<file path="src/rtl/mem_port_arbiter.sv">
// Shares one single-port memory between instruction fetch and load/store data.
// Define MEM_ARB_RR_EN for round-robin arbitration instead of data priority with starvation guard.
module mem_port_arbiter #(
    parameter int ADDR_W     = 32,
    parameter int DATA_W     = 32,
    parameter int MEM_LAT    = 2,
    parameter int STARVE_MAX = 4
) (
    input  logic              clk,
    input  logic              reset,
    input  logic              if_req,
    input  logic [ADDR_W-1:0] if_addr,
    output logic              if_ack,
    output logic [DATA_W-1:0] if_rdata,
    input  logic              d_req,
    input  logic              d_we,
    input  logic [ADDR_W-1:0] d_addr,
    input  logic [DATA_W-1:0] d_wdata,
    output logic              d_ack,
    output logic [DATA_W-1:0] d_rdata,
    output logic              mem_en,
    output logic              mem_we,
    output logic [ADDR_W-1:0] mem_addr,
    output logic [DATA_W-1:0] mem_wdata,
    input  logic [DATA_W-1:0] mem_rdata,
    output logic              busy
);

    typedef enum logic [1:0] {IDLE, ACCESS, DONE} state_t;

    state_t            state_q, state_d;
    logic [3:0]        cnt_q, cnt_d;
    logic              owner_q, owner_d;
    logic              we_q, we_d;
    logic [ADDR_W-1:0] addr_q, addr_d;
    logic [DATA_W-1:0] wdata_q, wdata_d;
    logic [DATA_W-1:0] if_rdata_q, if_rdata_d;
    logic [DATA_W-1:0] d_rdata_q, d_rdata_d;
    logic              grant_data;

    // owner / last_grant encoding: 0 = fetch, 1 = data
`ifdef MEM_ARB_RR_EN
    logic last_grant_q, last_grant_d;
`else
    logic [3:0] starve_cnt_q, starve_cnt_d;
`endif

    always_comb begin
        grant_data = 1'b0;
        if (d_req && !if_req) begin
            grant_data = 1'b1;
        end else if (d_req && if_req) begin
`ifdef MEM_ARB_RR_EN
            grant_data = !last_grant_q;
`else
            grant_data = (starve_cnt_q < 4'(STARVE_MAX));
`endif
        end
    end

    always_comb begin
        state_d    = state_q;
        cnt_d      = cnt_q;
        owner_d    = owner_q;
        we_d       = we_q;
        addr_d     = addr_q;
        wdata_d    = wdata_q;
        if_rdata_d = if_rdata_q;
        d_rdata_d  = d_rdata_q;
`ifdef MEM_ARB_RR_EN
        last_grant_d = last_grant_q;
`else
        starve_cnt_d = starve_cnt_q;
`endif
        mem_en    = 1'b0;
        mem_we    = 1'b0;
        mem_addr  = '0;
        mem_wdata = '0;
        if_ack    = 1'b0;
        d_ack     = 1'b0;

        case (state_q)
            IDLE: begin
                if (if_req || d_req) begin
                    owner_d = grant_data;
                    we_d    = grant_data & d_we;
                    addr_d  = grant_data ? d_addr : if_addr;
                    wdata_d = grant_data ? d_wdata : '0;
                    cnt_d   = 4'(MEM_LAT - 1);
                    state_d = ACCESS;
`ifdef MEM_ARB_RR_EN
                    last_grant_d = grant_data;
`else
                    if (grant_data && if_req)
                        starve_cnt_d = (starve_cnt_q == 4'hF) ? starve_cnt_q : starve_cnt_q + 4'd1;
                    else
                        starve_cnt_d = 4'd0;
`endif
                end
            end
            ACCESS: begin
                mem_en    = 1'b1;
                mem_we    = we_q;
                mem_addr  = addr_q;
                mem_wdata = wdata_q;
                if (cnt_q != 4'd0) begin
                    cnt_d = cnt_q - 4'd1;
                end else begin
                    if (!we_q) begin
                        if (owner_q) d_rdata_d  = mem_rdata;
                        else         if_rdata_d = mem_rdata;
                    end
                    state_d = DONE;
                end
            end
            DONE: begin
                // Unconditional return to IDLE keeps a still-high req from re-granting here
                if_ack  = !owner_q;
                d_ack   = owner_q;
                state_d = IDLE;
            end
            default: state_d = IDLE;
        endcase
    end

    always_ff @(posedge clk or posedge reset) begin
        if (reset) begin
            state_q    <= IDLE;
            cnt_q      <= 4'd0;
            owner_q    <= 1'b0;
            we_q       <= 1'b0;
            addr_q     <= '0;
            wdata_q    <= '0;
            if_rdata_q <= '0;
            d_rdata_q  <= '0;
`ifdef MEM_ARB_RR_EN
            last_grant_q <= 1'b0;
`else
            starve_cnt_q <= 4'd0;
`endif
        end else begin
            state_q    <= state_d;
            cnt_q      <= cnt_d;
            owner_q    <= owner_d;
            we_q       <= we_d;
            addr_q     <= addr_d;
            wdata_q    <= wdata_d;
            if_rdata_q <= if_rdata_d;
            d_rdata_q  <= d_rdata_d;
`ifdef MEM_ARB_RR_EN
            last_grant_q <= last_grant_d;
`else
            starve_cnt_q <= starve_cnt_d;
`endif
        end
    end

    assign if_rdata = if_rdata_q;
    assign d_rdata  = d_rdata_q;
    assign busy     = (state_q != IDLE);

endmodule
</file>
<file path="config.mk">
export PLATFORM = sky130hd
export DESIGN_NAME = mem_port_arbiter
export DESIGN_NICKNAME = d
export VERILOG_FILES = /design/src/rtl/mem_port_arbiter.sv
export SDC_FILE = /design/constraint.sdc
export NUM_CORES = 1
export LEC_CHECK = 0
export ABC_AREA = 0
export BUFFER_PORTS_ARGS = -buffer_cell sky130_fd_sc_hd__buf_2
export CELL_PAD_IN_SITES_DETAIL_PLACEMENT = 1
export CELL_PAD_IN_SITES_GLOBAL_PLACEMENT = 2
export CORE_MARGIN = 1
export CORE_UTILIZATION = 27
export CTS_BUF_LIST = sky130_fd_sc_hd__clkbuf_16
export CTS_CLUSTER_DIAMETER = 120
export DETAILED_ROUTE_END_ITERATION = 12
export GPL_TIMING_DRIVEN = 0
export MAX_ROUTING_LAYER = met4
export PLACE_DENSITY_LB_ADDON = 0.1
export SLEW_MARGIN = 0
export SYNTH_ARGS = -nofsm -noshare
export SYNTH_HDL_FRONTEND = slang
export SYNTH_SLANG_ARGS = --single-unit
export TNS_END_PERCENT = 100
</file>
<file path="constraint.sdc">
create_clock -name clk -period 4.45 [get_ports clk]
set_input_delay 0.89 -clock clk [delete_from_list [all_inputs] [get_ports clk]]
set_output_delay 0.89 -clock clk [all_outputs]
set_load 0.01 [all_outputs]
</file>
Word level (Yosys, flattened, before mapping)
Cells that the tools add are included.
- word-level logic and storage cells: 57
- output and inout port bits: 133
- flip-flop bits (word level): 140
- bits of input ports: 133
- equal/unequal tests: 7
- magnitude comparators: 1
- muxes and demuxes: 18
- add/subtract/negate cells: 2
- reduce and logical (&&, ||, !) cells: 16
- bitwise gates (word level): 4
- operators by type and width (operator ; number):
    $mux W32 ; 4
    $mux W4 ; 4
    $ne A2 B2 Y1 const B ; 4
    $pmux W4 S2 ; 1
    $reduce_and A4 Y1 ; 2
    $mux W1 ; 6
    $reduce_and A3 Y1 ; 2
    $add A4 B1 Y4 const B ; 1
    $eq A4 B4 Y1 const B ; 1
    $lt A4 B3 Y1 const B ; 1
    $mux W2 ; 2
    $pmux W2 S2 ; 1
    $reduce_and A2 Y1 ; 2
    $reduce_bool A2 Y1 ; 2
    $reduce_bool A4 Y1 ; 1
    $sub A4 B1 Y4 const B ; 1
    $logic_and A1 B1 Y1 ; 3
    $not A1 Y1 ; 3
    $eq A2 B1 Y1 const B ; 1
    $eq A2 B2 Y1 const B ; 1
    $logic_not A1 Y1 ; 2
    $logic_not A2 Y1 ; 1
    $and A1 B1 Y1 ; 1
    $logic_or A1 B1 Y1 ; 1

Logic depth before layout (Yosys ltp)
Gate-level depths: netlist of the first run.
- depth in word-level cells: 6
- mapped depth: 8
- gate-level depth less buffers: 5

Worst setup path before layout of the first run
OpenSTA, ideal clock, no wires.
- path type: input port to flip-flop
- start: input port d_req
- end: register starve_cnt_q[1]
- stages: 7
- buffers on the path: 4
- slack: 2.077 ns
- required time: 4.383 ns
- setup time: 0.067 ns
- arrival: 2.306 ns
- path through: clkbuf_1 or2_2 clkbuf_1 nand2_1 clkbuf_1 buf_1 a22o_1
- longest elaborated chain between the ends: 6
- elaborated cells on any way between the ends: 9
- those cells by class: 1 x eq/ne; 3 x mux; 5 x reduce/logical
- ends and longest elaborated chain (what ; RTL line ; source):
    from (decl) ; 15 ; input logic d_req,
    $logic_and A1 B1 Y1 ; 52 ; end else if (d_req && if_req) begin
    $mux W1 ; 52 ;
    $mux W1 ; 50 ; if (d_req && !if_req) begin
    $logic_and A1 B1 Y1 ; 94 ; if (grant_data && if_req)
    $ne A2 B2 Y1 (no line) ; n/a ;
    $reduce_and A3 Y1 (no line) ; n/a ;
    to (signal assigned) ; 153 ; starve_cnt_q <= starve_cnt_d;
    to (decl) ; 45 ; logic [3:0] starve_cnt_q, starve_cnt_d;
Parallel ways exist; a longest one is shown, timed or not.
A chain may end at the register's enable or synchronous reset.

Worst setup path in the final report of the first run
- start: register state_q[1]
- end: output port mem_addr[6]
- longest elaborated chain between the ends: 2
- ends and longest elaborated chain (what ; RTL line ; source):
    from (decl) ; 31 ; state_t state_q, state_d;
    from (signal assigned) ; 142 ; state_q <= state_d;
    $eq A2 B1 Y1 ; 82 ; case (state_q)
    $mux W32 ; 82 ;
    to (decl) ; 23 ; output logic [ADDR_W-1:0] mem_addr,
Every way passes these cells.

==> flow_summary.json, run 1 <==
{
  "regArea_um2": 3503,
  "vias": 5368,
  "combPwrFrac_pct": 43.7,
  "postCtsSetupBuffers": 0,
  "synthCells": 526,
  "syn_nets": 662,
  "cp_max_fo": 10,
  "cts_root_buf": "clkbuf_16",
  "clock_latency_ns": 0.43,
  "post-route-period-util_pct": 76.81,
  "drive_gt1_share_pct": 45.33,
  "holdBufCountCts": 0,
  "start_kind": "flip-flop",
  "grt_setup_unrepaired": "no",
  "synthFlopType": "dfrtp_1",
  "cts_tree": "yes",
  "swShare_pct": 37.29,
  "period_needed_ns": 3.418,
  "cts.clk_slew.worst_paths_ns": 0.07,
  "p_int_w": 0.004173,
  "drc_errors": 0,
  "ys_warn_count": 0,
  "status": "finished, final reports clean",
  "grt_pass1_vias": 5949,
  "final_common_cell": "buf_2",
  "p_leak_nw": 4.247,
  "dieHeight_um": 155.1,
  "hold_class": "flip-flop to flip-flop",
  "finalMaxSlewViolations": 0,
  "cpLargestDelayFamily": "buffers and inverters",
  "clockBufferDepth": 2,
  "vias_per_cell": 4.705,
  "grt_pass1_wl_um": 33020,
  "fp.dieArea_um2": 24060,
  "fin_tns_setup_ns": 0,
  "critical_path_class": "flip-flop to output port",
  "synthSimpleGateAreaFrac_pct": 13.98,
  "power.density_nw_per_um2": 762.6,
  "first_pass_iters": 4,
  "synthMuxAreaShare_pct": 13.82,
  "setup_viol": 0,
  "final_cells": 1141,
  "placed_area_um2": 8105,
  "seq_area_frac_synth_pct": 55.36,
  "fin_area_um2": 8726,
  "grt_use_total_pct": 18.30,
  "place.detailed.hpwl_um": 15520,
  "cts.htree.levels": 4,
  "synth_edf_count": 0,
  "portBuffers": 264,
  "dp_cells": 1106,
  "power.switching_w": 0.002481,
  "critical_path.cell_chain": "nand2b_1 -> clkbuf_1 -> inv_1 -> clkbuf_1 -> clkbuf_1 -> and2_1 -> buf_2",
  "antenna_found_initial": 3,
  "multi_input_area_um2": 2527,
  "maxCapViolCount": 0,
  "peakVddDrop_mv": 0.2241,
  "seq_power_share_pct": 33.7,
  "cp_common_cell": "clkbuf_1",
  "die_w_um": 155.1,
  "cts_inserted_buffers": 17,
  "setup_ws_ns": 1.032,
  "cp_slowest_cell": "clkbuf_1",
  "cts_resized": 0,
  "hold_ws_ns": 0.4833,
  "grt-ovfl-total": 0,
  "initialDrtViolationCount": 133,
  "io_pins": 266,
  "syn_avg_cell_area_um2": 12.03,
  "synth-seq-cells": 140,
  "worst_pin_slew_ns": 0.7422,
  "fill_cells": 2587,
  "fmax_mhz": 292.5,
  "synthAdderAreaFrac_pct": 0.5931,
  "wl_per_cell_um": 18.25,
  "synth_compound_area_share_pct": 11.55,
  "synth_xor_area_share_pct": 0,
  "worst-path-buf-inv": 5,
  "pwr-share-clk_pct": 22.6,
  "synth_cell_types": 34,
  "slew_headroom_pct": 50.11,
  "grt_max_degree": 40,
  "cp.required_ns": 3.56,
  "mostFrequentLayoutCells": "buf_2, dfrtp_1, and2_1",
  "routed_wl_um": 20820,
  "syn_to_final_growth_pct": 37.88,
  "gp_congestion": 0.7998,
  "coreArea_um2": 22850,
  "initial_utilization_pct": 27.70,
  "setup.worst_path.end_class": "output port",
  "arrival_ns": 2.53,
  "pre_cts_ws_ns": 1.357,
  "async_reset_ff_share_pct": 100.0,
  "synth_top_family_by_area": "simple AND/OR/NAND/NOR gates",
  "syn_area_um2": 6329,
  "cp_slowest_stage_delay_ns": 0.45,
  "rows": 55,
  "clock_sinks": 140,
  "drtAntennaViolNets": 0,
  "hold_viol": 0,
  "finClkSkew_ns": 0.01187,
  "nets": 948
}
-- flip-flops by register name, summed over array words and instances, names as in the netlist --
name / count
we_q: 1
state_q: 2
d_rdata: 32
cnt_q: 4
wdata_q: 32
starve_cnt_q: 4
if_rdata: 32
owner_q: 1
addr_q: 32
-- metal layers --
metal	track usage (%)	share of wire, %
met4	6.082	1.6
met5	-	0
met1	21.93	44
met3	4.930	6.4
met2	29.75	48
-- final cells by class --
| class | count | share of cell area (%) |
|---|---|---|
| Tap cell | 313 | 4.488 |
| Buffer | 52 | 2.939 |
| Multi-Input combinational cell | 323 | 28.96 |
| Clock buffer | 17 | 4.875 |
| Antenna cell | 3 | 0.08603 |
| Sequential cell | 140 | 40.15 |
| Inverter | 11 | 0.5162 |
| Timing Repair Buffer | 267 | 15.83 |
| Clock inverter | 15 | 2.151 |
-- final timing paths --
check | from | end | slack (ns) | depth (start not counted)
min | if_rdata[23] | if_rdata[23] | 0.48 | 1
max reg2reg | cnt_q[0] | if_rdata[0] | 1.80 | 7
max in group asynchronous | reset | starve_cnt_q[2] | 2.99 | 4
min in group asynchronous | reset | d_rdata[18] | 0.58 | 2
max | state_q[1] | mem_addr[6] | 1.03 | 7
min reg2reg | if_rdata[23] | if_rdata[23] | 0.48 | 1
-- synthesized netlist by cell type, types with 2 or more instances --
master / count / share of area (%)
inv_1: 11 / 0.65
mux2_4: 30 / 7.1
mux2_2: 34 / 6.0
nor3b_1: 2 / 0.24
o21ai_0: 30 / 2.4
o221ai_1: 5 / 0.69
a22o_1: 35 / 4.8
nor2_1: 9 / 0.53
nand4_1: 32 / 3.2
buf_1: 4 / 0.24
nand3_1: 34 / 2.7
clkbuf_1: 40 / 2.4
mux2i_1: 3 / 0.47
dfrtp_1: 140 / 55
buf_12: 3 / 0.95
o211ai_1: 27 / 3.2
buf_2: 4 / 0.32
nand2_1: 4 / 0.24
ha_1: 3 / 0.59
and2_1: 62 / 6.1
-- power by group through the flow --
stage          Combinational, W  Sequential [W]  Clock [W]
2_1_floorplan           0.00166         0.00233          0
3_3_place_gp            0.00289         0.00222          0
3_5_place_dp            0.00296         0.00226          0
4_1_cts                 0.00297         0.00224    0.00155
5_1_grt                 0.00321         0.00233    0.00160
6_report                0.00291         0.00224    0.00150
-- cell families (layout without fill, tap and decap cells) --
family	count (synthesis)	after routing
simple gates	151	151
flops	140	140
compound gates	101	101
mux	68	68
buf+inv	63	362
fa+ha+maj	3	3
other cells	0	3
-- metrics by stage --
step	power (W)	util, %
3_3_place_gp	0.005108	35.21
3_5_place_dp	0.005222	35.48
5_1_grt	0.007133	38.19
6_report	0.006654	38.19
4_1_cts	0.006764	38.16
2_1_floorplan	0.003996	-
Power figures use the tool's default switching activity.
==> inputs of run 2 (changes only) <==
--- a/config.mk
+++ b/config.mk
@@ -5,12 +5,12 @@
 export SDC_FILE = /design/constraint.sdc
 export NUM_CORES = 1
 export LEC_CHECK = 0
-export ABC_AREA = 0
+export ABC_AREA = 1
 export BUFFER_PORTS_ARGS = -buffer_cell sky130_fd_sc_hd__buf_2
 export CELL_PAD_IN_SITES_DETAIL_PLACEMENT = 1
 export CELL_PAD_IN_SITES_GLOBAL_PLACEMENT = 2
 export CORE_MARGIN = 1
-export CORE_UTILIZATION = 27
+export CORE_UTILIZATION = 26
 export CTS_BUF_LIST = sky130_fd_sc_hd__clkbuf_16
 export CTS_CLUSTER_DIAMETER = 120
 export DETAILED_ROUTE_END_ITERATION = 12
==> constraint.sdc (replaced) <==
create_clock -name clk -period 3.47 [get_ports clk]
set_input_delay 0.694 -clock clk [delete_from_list [all_inputs] [get_ports clk]]
set_output_delay 0.694 -clock clk [all_outputs]
set_load 0.01 [all_outputs]
==> run 2 against run 1 <==
Effect of this change:
- sequential share of layout area fell by 1.1 points
- critical path depth is 2 lower
- die area up 8.0%
- non-clock buffer count fell by 2
- critical endpoint is now mem_addr[2]
==> flow_summary.json, run 2 <==
{
  "status": "finished, final reports clean",
  "synthCells": 828,
  "final_util_pct": 36.43,
  "synth_top_cells_by_count": "nand2_1, dfrtp_1, inv_1, nor2_1, o21ai_0",
  "postCtsSetupBuffers": 0,
  "peakVddDrop_mv": 0.2983,
  "setup_ws_ns": 0.9969,
  "worst_pin_slew_ns": 0.6330,
  "coreArea_um2": 24600,
  "die_w_um": 161.2,
  "initial_utilization_pct": 26.77,
  "grt-ovfl-total": 0,
  "r2r_setup_slack_ns": 1.84,
  "p_leak_nw": 5.015,
  "p_int_w": 0.004674,
  "io_pins": 266,
  "cts_inserted_buffers": 17,
  "final_common_cell": "buf_2",
  "power.switching_w": 0.003547,
  "power.density_nw_per_um2": 917.4,
  "combPwrFrac_pct": 45.3,
  "cp_common_cell": "buf_2",
  "slew_headroom_pct": 57.80,
  "synthTopCellsByArea": "dfrtp_1, nand2_1, inv_1",
  "post-route-period-util_pct": 71.27,
  "routed_wl_um": 21840,
  "first_pass_iters": 4,
  "vias_per_cell": 4.314,
  "setup_viol": 0,
  "gp_congestion": 0.7396,
  "critical_path.cell_chain": "nand2_2 -> buf_2 -> buf_2 -> nor2_1 -> buf_2",
  "seq_power_share_pct": 33.5,
  "clock_sinks": 140,
  "cts_root_buf": "clkbuf_16",
  "hold_viol": 0,
  "ys_warn_count": 0,
  "r2r-end": "d_rdata[23]",
  "grt_pass1_vias": 6554,
  "arrival_ns": 1.78,
  "vias": 6272,
  "clockBufferDepth": 2,
  "cp_max_fo": 10,
  "seq_area_frac_synth_pct": 53.18,
  "hold_ws_ns": 0.2529,
  "holdBufCountCts": 0,
  "dieHeight_um": 161.2,
  "wl_per_cell_um": 15.02,
  "worst-path-buf-inv": 3,
  "place.detailed.hpwl_um": 16290,
  "synth_edf_count": 0,
  "syn_area_um2": 6588,
  "portBuffers": 264,
  "drtAntennaViolNets": 0,
  "finalMaxSlewViolations": 0,
  "nets": 1251,
  "setup.worst_path.end_class": "output port",
  "cp_slowest_stage_delay_ns": 0.42,
  "grt_pass1_wl_um": 35350,
  "synth_most_common_cell": "nand2_1",
  "drc_errors": 0,
  "synthFlopType": "dfrtp_1",
  "cts.htree.levels": 4,
  "grt_max_degree": 37,
  "reg2reg_from": "cnt_q[0]",
  "grt_use_total_pct": 17.89,
  "maxCapViolCount": 0,
  "drive_gt1_share_pct": 30.50,
  "period_needed_ns": 2.473,
  "synth_cell_types": 25,
  "critical_path_class": "flip-flop to output port",
  "syn_to_final_growth_pct": 36.05,
  "mostFrequentLayoutCells": "buf_2, nand2_1, dfrtp_1",
  "cp.required_ns": 2.78,
  "synth_top_cell_area_share_pct": 53.18,
  "r2r_cells": 7,
  "synth-seq-cells": 140,
  "pre_cts_ws_ns": 1.365,
  "syn_avg_cell_area_um2": 7.956,
  "initialDrtViolationCount": 316,
  "clock_latency_ns": 0.43,
  "hold_class": "input port to async pin",
  "antenna_found_initial": 2,
  "fin_tns_setup_ns": 0,
  "cts.clk_slew.worst_paths_ns": 0.06,
  "fp.dieArea_um2": 25980,
  "grt_setup_unrepaired": "no",
  "async_reset_ff_share_pct": 100.0,
  "cp_slowest_cell": "dfrtp_1",
  "syn_nets": 964,
  "cts_resized": 0,
  "rows": 57,
  "start_kind": "flip-flop",
  "pwr-share-clk_pct": 21.1,
  "finClkSkew_ns": 0.01468,
  "synth_top_area_cell": "dfrtp_1",
  "cpLargestDelayFamily": "buffers and inverters",
  "fmax_mhz": 404.4,
  "power_w": 0.008222,
  "swShare_pct": 43.14,
  "cts_tree": "yes"
}
==> run 2: cell count changes after synthesis, sizes merged, moves of 20 or more <==
cell / delta
o211ai: -27
buf: +20
o22ai: +34
mux2: -65
inv: +130
clkbuf: -23
nor2: +66
nand2: +234
a22o: -35
and2: -62
nand4: -31
o21ai: +40
nand3b: +32
==> run 2: worst reg2reg max path, delay by kind of cell, from the launching register on <==
kind | cells | cell delay, ns
AO/OA/AOI/OAI | 1 | 0.22
adder cells (fa/ha/maj) | 1 | 0.21
buffers and inverters | 3 | 0.54
flip-flops | 1 | 0.38
AND/OR/NAND/NOR | 2 | 0.18
==> run 2: how the worst max path moves through the flow <==
| stage | cells after the start | endpoint | slack (ns) | from |
|---|---|---|---|---|
| after floorplan | 1 | addr_q[0] | 1.03 | reset |
| after global placement | 2 | wdata_q[21] | -0.21 | reset |
| after detailed placement | 5 | mem_addr[10] | 1.37 | state_q[0] |
| after CTS | 5 | mem_addr[10] | 0.90 | state_q[0] |
| after global routing | 5 | mem_addr[18] | 0.85 | state_q[0] |
| final | 5 | mem_addr[2] | 1.0 | state_q[0] |
==> run 2: cell families (layout without fill, tap and decap cells) <==
group	after synthesis	count (layout)	synth area share (%)
compound gates	105	105	8.965
fa+ha+maj	3	3	0.5699
simple gates	388	388	25.26
flops	140	140	53.18
other cells	0	2	0
buf+inv	190	490	11.76
xor+xnor	2	2	0.2660
==> run 2: area by class of cell <==
type / count / area (um2)
diodes: 2 / 5.005
repair buffers: 268 / 1401
flip-flops and latches: 140 / 3503
plain buffers: 49 / 245.2
well taps: 324 / 405.4
clock buffers: 17 / 425.4
fillers: 3118 / 15640
clock inverters: 15 / 133.9
inverters: 141 / 533.0
multi-input cells: 498 / 2310
==> run 2: power groups by stage <==
stage | clock network (W) | logic (W) | registers, W
floorplan | 0 | 0.00207 | 0.00292
global placement | 0 | 0.00380 | 0.00276
detailed placement | 0 | 0.00384 | 0.00277
CTS | 0.00181 | 0.00385 | 0.00276
global route | 0.00188 | 0.00426 | 0.00286
finish | 0.00174 | 0.00373 | 0.00276
==> run 2: through the flow <==
stage               instances  cell area (um2)
global placement         1416             8318
detailed placement       1420             8398
CTS                      1452             8957
finish                   1454             8962
floorplan                 828             6591
global route             1454             8962
==> run 2: routing by layer <==
layer | share of wire, % | global-route usage, % | vias to the layer above | wire (um)
li1 | - | - | 3127 | -
met1 | 46 | 22.83 | 2979 | 10120
met2 | 47 | 27.55 | 152 | 10180
met3 | 6.1 | 5.290 | 14 | 1339
met4 | 0.92 | 4.803 | 0 | 201
met5 | 0 | - | - | 0
==> inputs of run 3 (changes only) <==
==> constraint.sdc (replaced) <==
create_clock -name clk -period 2.4 [get_ports clk]
set_input_delay 0.48 -clock clk [delete_from_list [all_inputs] [get_ports clk]]
set_output_delay 0.48 -clock clk [all_outputs]
set_load 0.01 [all_outputs]
==> run 3 against run 2 <==
Effect of this change:
- via count barely moved
- core utilization barely moved
- sequential power rose by 45%
==> flow_summary.json, run 3 (synthesis gave the netlist of run 2 again) <==
{
  "setup_viol": 0,
  "grt_pass1_vias": 6554,
  "critical_path.cell_chain": "nand2_2 -> clkbuf_1 -> nor2_1 -> buf_2",
  "vias_per_cell": 4.316,
  "die_w_um": 161.2,
  "vias": 6276,
  "setup_ws_ns": 0.1677,
  "cts_inserted_buffers": 17,
  "swShare_pct": 43.11,
  "rows": 57,
  "cp-startpoint": "state_q[0]",
  "dieHeight_um": 161.2,
  "initial_utilization_pct": 26.77,
  "cp_slowest_cell": "clkbuf_1",
  "clockBufferDepth": 2,
  "pre_cts_ws_ns": 0.5092,
  "fill_cells": 3116,
  "mostFrequentLayoutCells": "buf_2, nand2_1, dfrtp_1",
  "r2r-end": "d_rdata[23]",
  "cp.required_ns": 1.92,
  "clock_sinks": 140,
  "cts.clk_slew.worst_paths_ns": 0.06,
  "pwr-share-clk_pct": 21.1,
  "arrival_ns": 1.75,
  "io_pins": 266,
  "met3_length_um": 1322,
  "cts_root_buf": "clkbuf_16",
  "initialDrtViolationCount": 317,
  "grt_setup_unrepaired": "no",
  "seq_power_share_pct": 33.5,
  "finClkSkew_ns": 0.01352,
  "nets": 1251,
  "critical_path_class": "flip-flop to output port",
  "power.density_nw_per_um2": 1326,
  "r2r_setup_slack_ns": 0.77,
  "wl_per_cell_um": 15.02,
  "met1_length_um": 10130,
  "portBuffers": 264,
  "cp_max_fo": 10,
  "routed_wl_um": 21830,
  "status": "finished, final reports clean",
  "start_kind": "flip-flop",
  "coreArea_um2": 24600,
  "period_needed_ns": 2.232,
  "reg2reg_from": "cnt_q[0]",
  "cts.htree.levels": 4,
  "first_pass_iters": 4,
  "fmax_mhz": 448.0,
  "fin_tns_setup_ns": 0,
  "grt_use_total_pct": 17.89,
  "drive_gt1_share_pct": 30.50,
  "hold_class": "input port to async pin",
  "cts_resized": 0,
  "post-route-period-util_pct": 93.01,
  "place.detailed.hpwl_um": 16290,
  "routed.top_layer": "met4",
  "p_leak_nw": 5.016,
  "drtAntennaViolNets": 0,
  "syn_to_final_growth_pct": 36.09,
  "r2r_cells": 7,
  "wl_met2_um": 10180,
  "endpoint": "mem_addr[26]",
  "gp_congestion": 0.7396,
  "grt_max_degree": 37,
  "antenna_found_initial": 2,
  "worst_pin_slew_ns": 0.6267,
  "holdBufCountCts": 0,
  "p_int_w": 0.006764,
  "power.switching_w": 0.005126,
  "slew_headroom_pct": 58.22,
  "final_common_cell": "buf_2",
  "setup.worst_path.end_class": "output port",
  "clock_latency_ns": 0.42,
  "peakVddDrop_mv": 0.4300,
  "finalMaxSlewViolations": 0,
  "fp.dieArea_um2": 25980,
  "combPwrFrac_pct": 45.4,
  "cts_tree": "yes",
  "grt-ovfl-total": 0,
  "grt_pass1_wl_um": 35350,
  "hold_viol": 0,
  "drc_errors": 0,
  "cp_slowest_stage_delay_ns": 0.50,
  "postCtsSetupBuffers": 0,
  "maxCapViolCount": 0
}
[run 3: worst max-delay path, delay by kind of cell, from the launching register on]
kind | cells | cell delay (ns)
buffers and inverters | 2 | 0.68
DFF | 1 | 0.42
and+or+nand+nor | 2 | 0.23
[run 3: how the worst min path moves through the flow]
stage                       end  slack (ns)  cells after the start
floorplan             addr_q[0]        0.45                      2
global placement    d_rdata[26]        0.46                      2
detailed placement  d_rdata[26]        0.47                      2
CTS                  addr_q[17]        0.02                      2
global route         addr_q[17]        0.04                      2
finish               addr_q[17]        0.04                      2
[run 3: metal layers]
layer	up-vias	track usage [%]
met3	16	5.290
met4	0	4.803
li1	3127	-
met2	153	27.55
met5	-	-
met1	2980	22.83
[run 3: area by class of cell]
cell class,count,area [um2],share of cell area [%]
plain buffers,49,247.7,2.763
repair buffers,268,1401,15.63
multi-input cells,498,2310,25.76
flip-flops and latches,140,3503,39.08
diodes,2,5.005,0.05583
clock buffers,17,425.4,4.745
well taps,324,405.4,4.522
inverters,141,533.0,5.946
clock inverters,15,133.9,1.493
[run 3: power by group through the flow]
stage / clock network, W / logic [W] / registers (W)
2_1_floorplan: 0 / 0.00299 / 0.00422
3_3_place_gp: 0 / 0.00549 / 0.00400
3_5_place_dp: 0 / 0.00555 / 0.00401
4_1_cts: 0.00261 / 0.00557 / 0.00399
5_1_grt: 0.00272 / 0.00616 / 0.00413
6_report: 0.00251 / 0.00539 / 0.00399
[run 3: stage by stage]
stage / area, um2 / utilization [%] / instances / power, W / hold WS [ns]
3_3_place_gp: 8318 / 33.81 / 1416 / 0.009491 / 0.4598
4_1_cts: 8957 / 36.40 / 1452 / 0.01217 / 0.02498
3_5_place_dp: 8398 / 34.13 / 1420 / 0.009559 / 0.4654
2_1_floorplan: 6591 / - / 828 / 0.007211 / 0.4491
6_report: 8965 / 36.44 / 1454 / 0.01189 / 0.03977
5_1_grt: 8965 / 36.44 / 1454 / 0.01301 / 0.03560
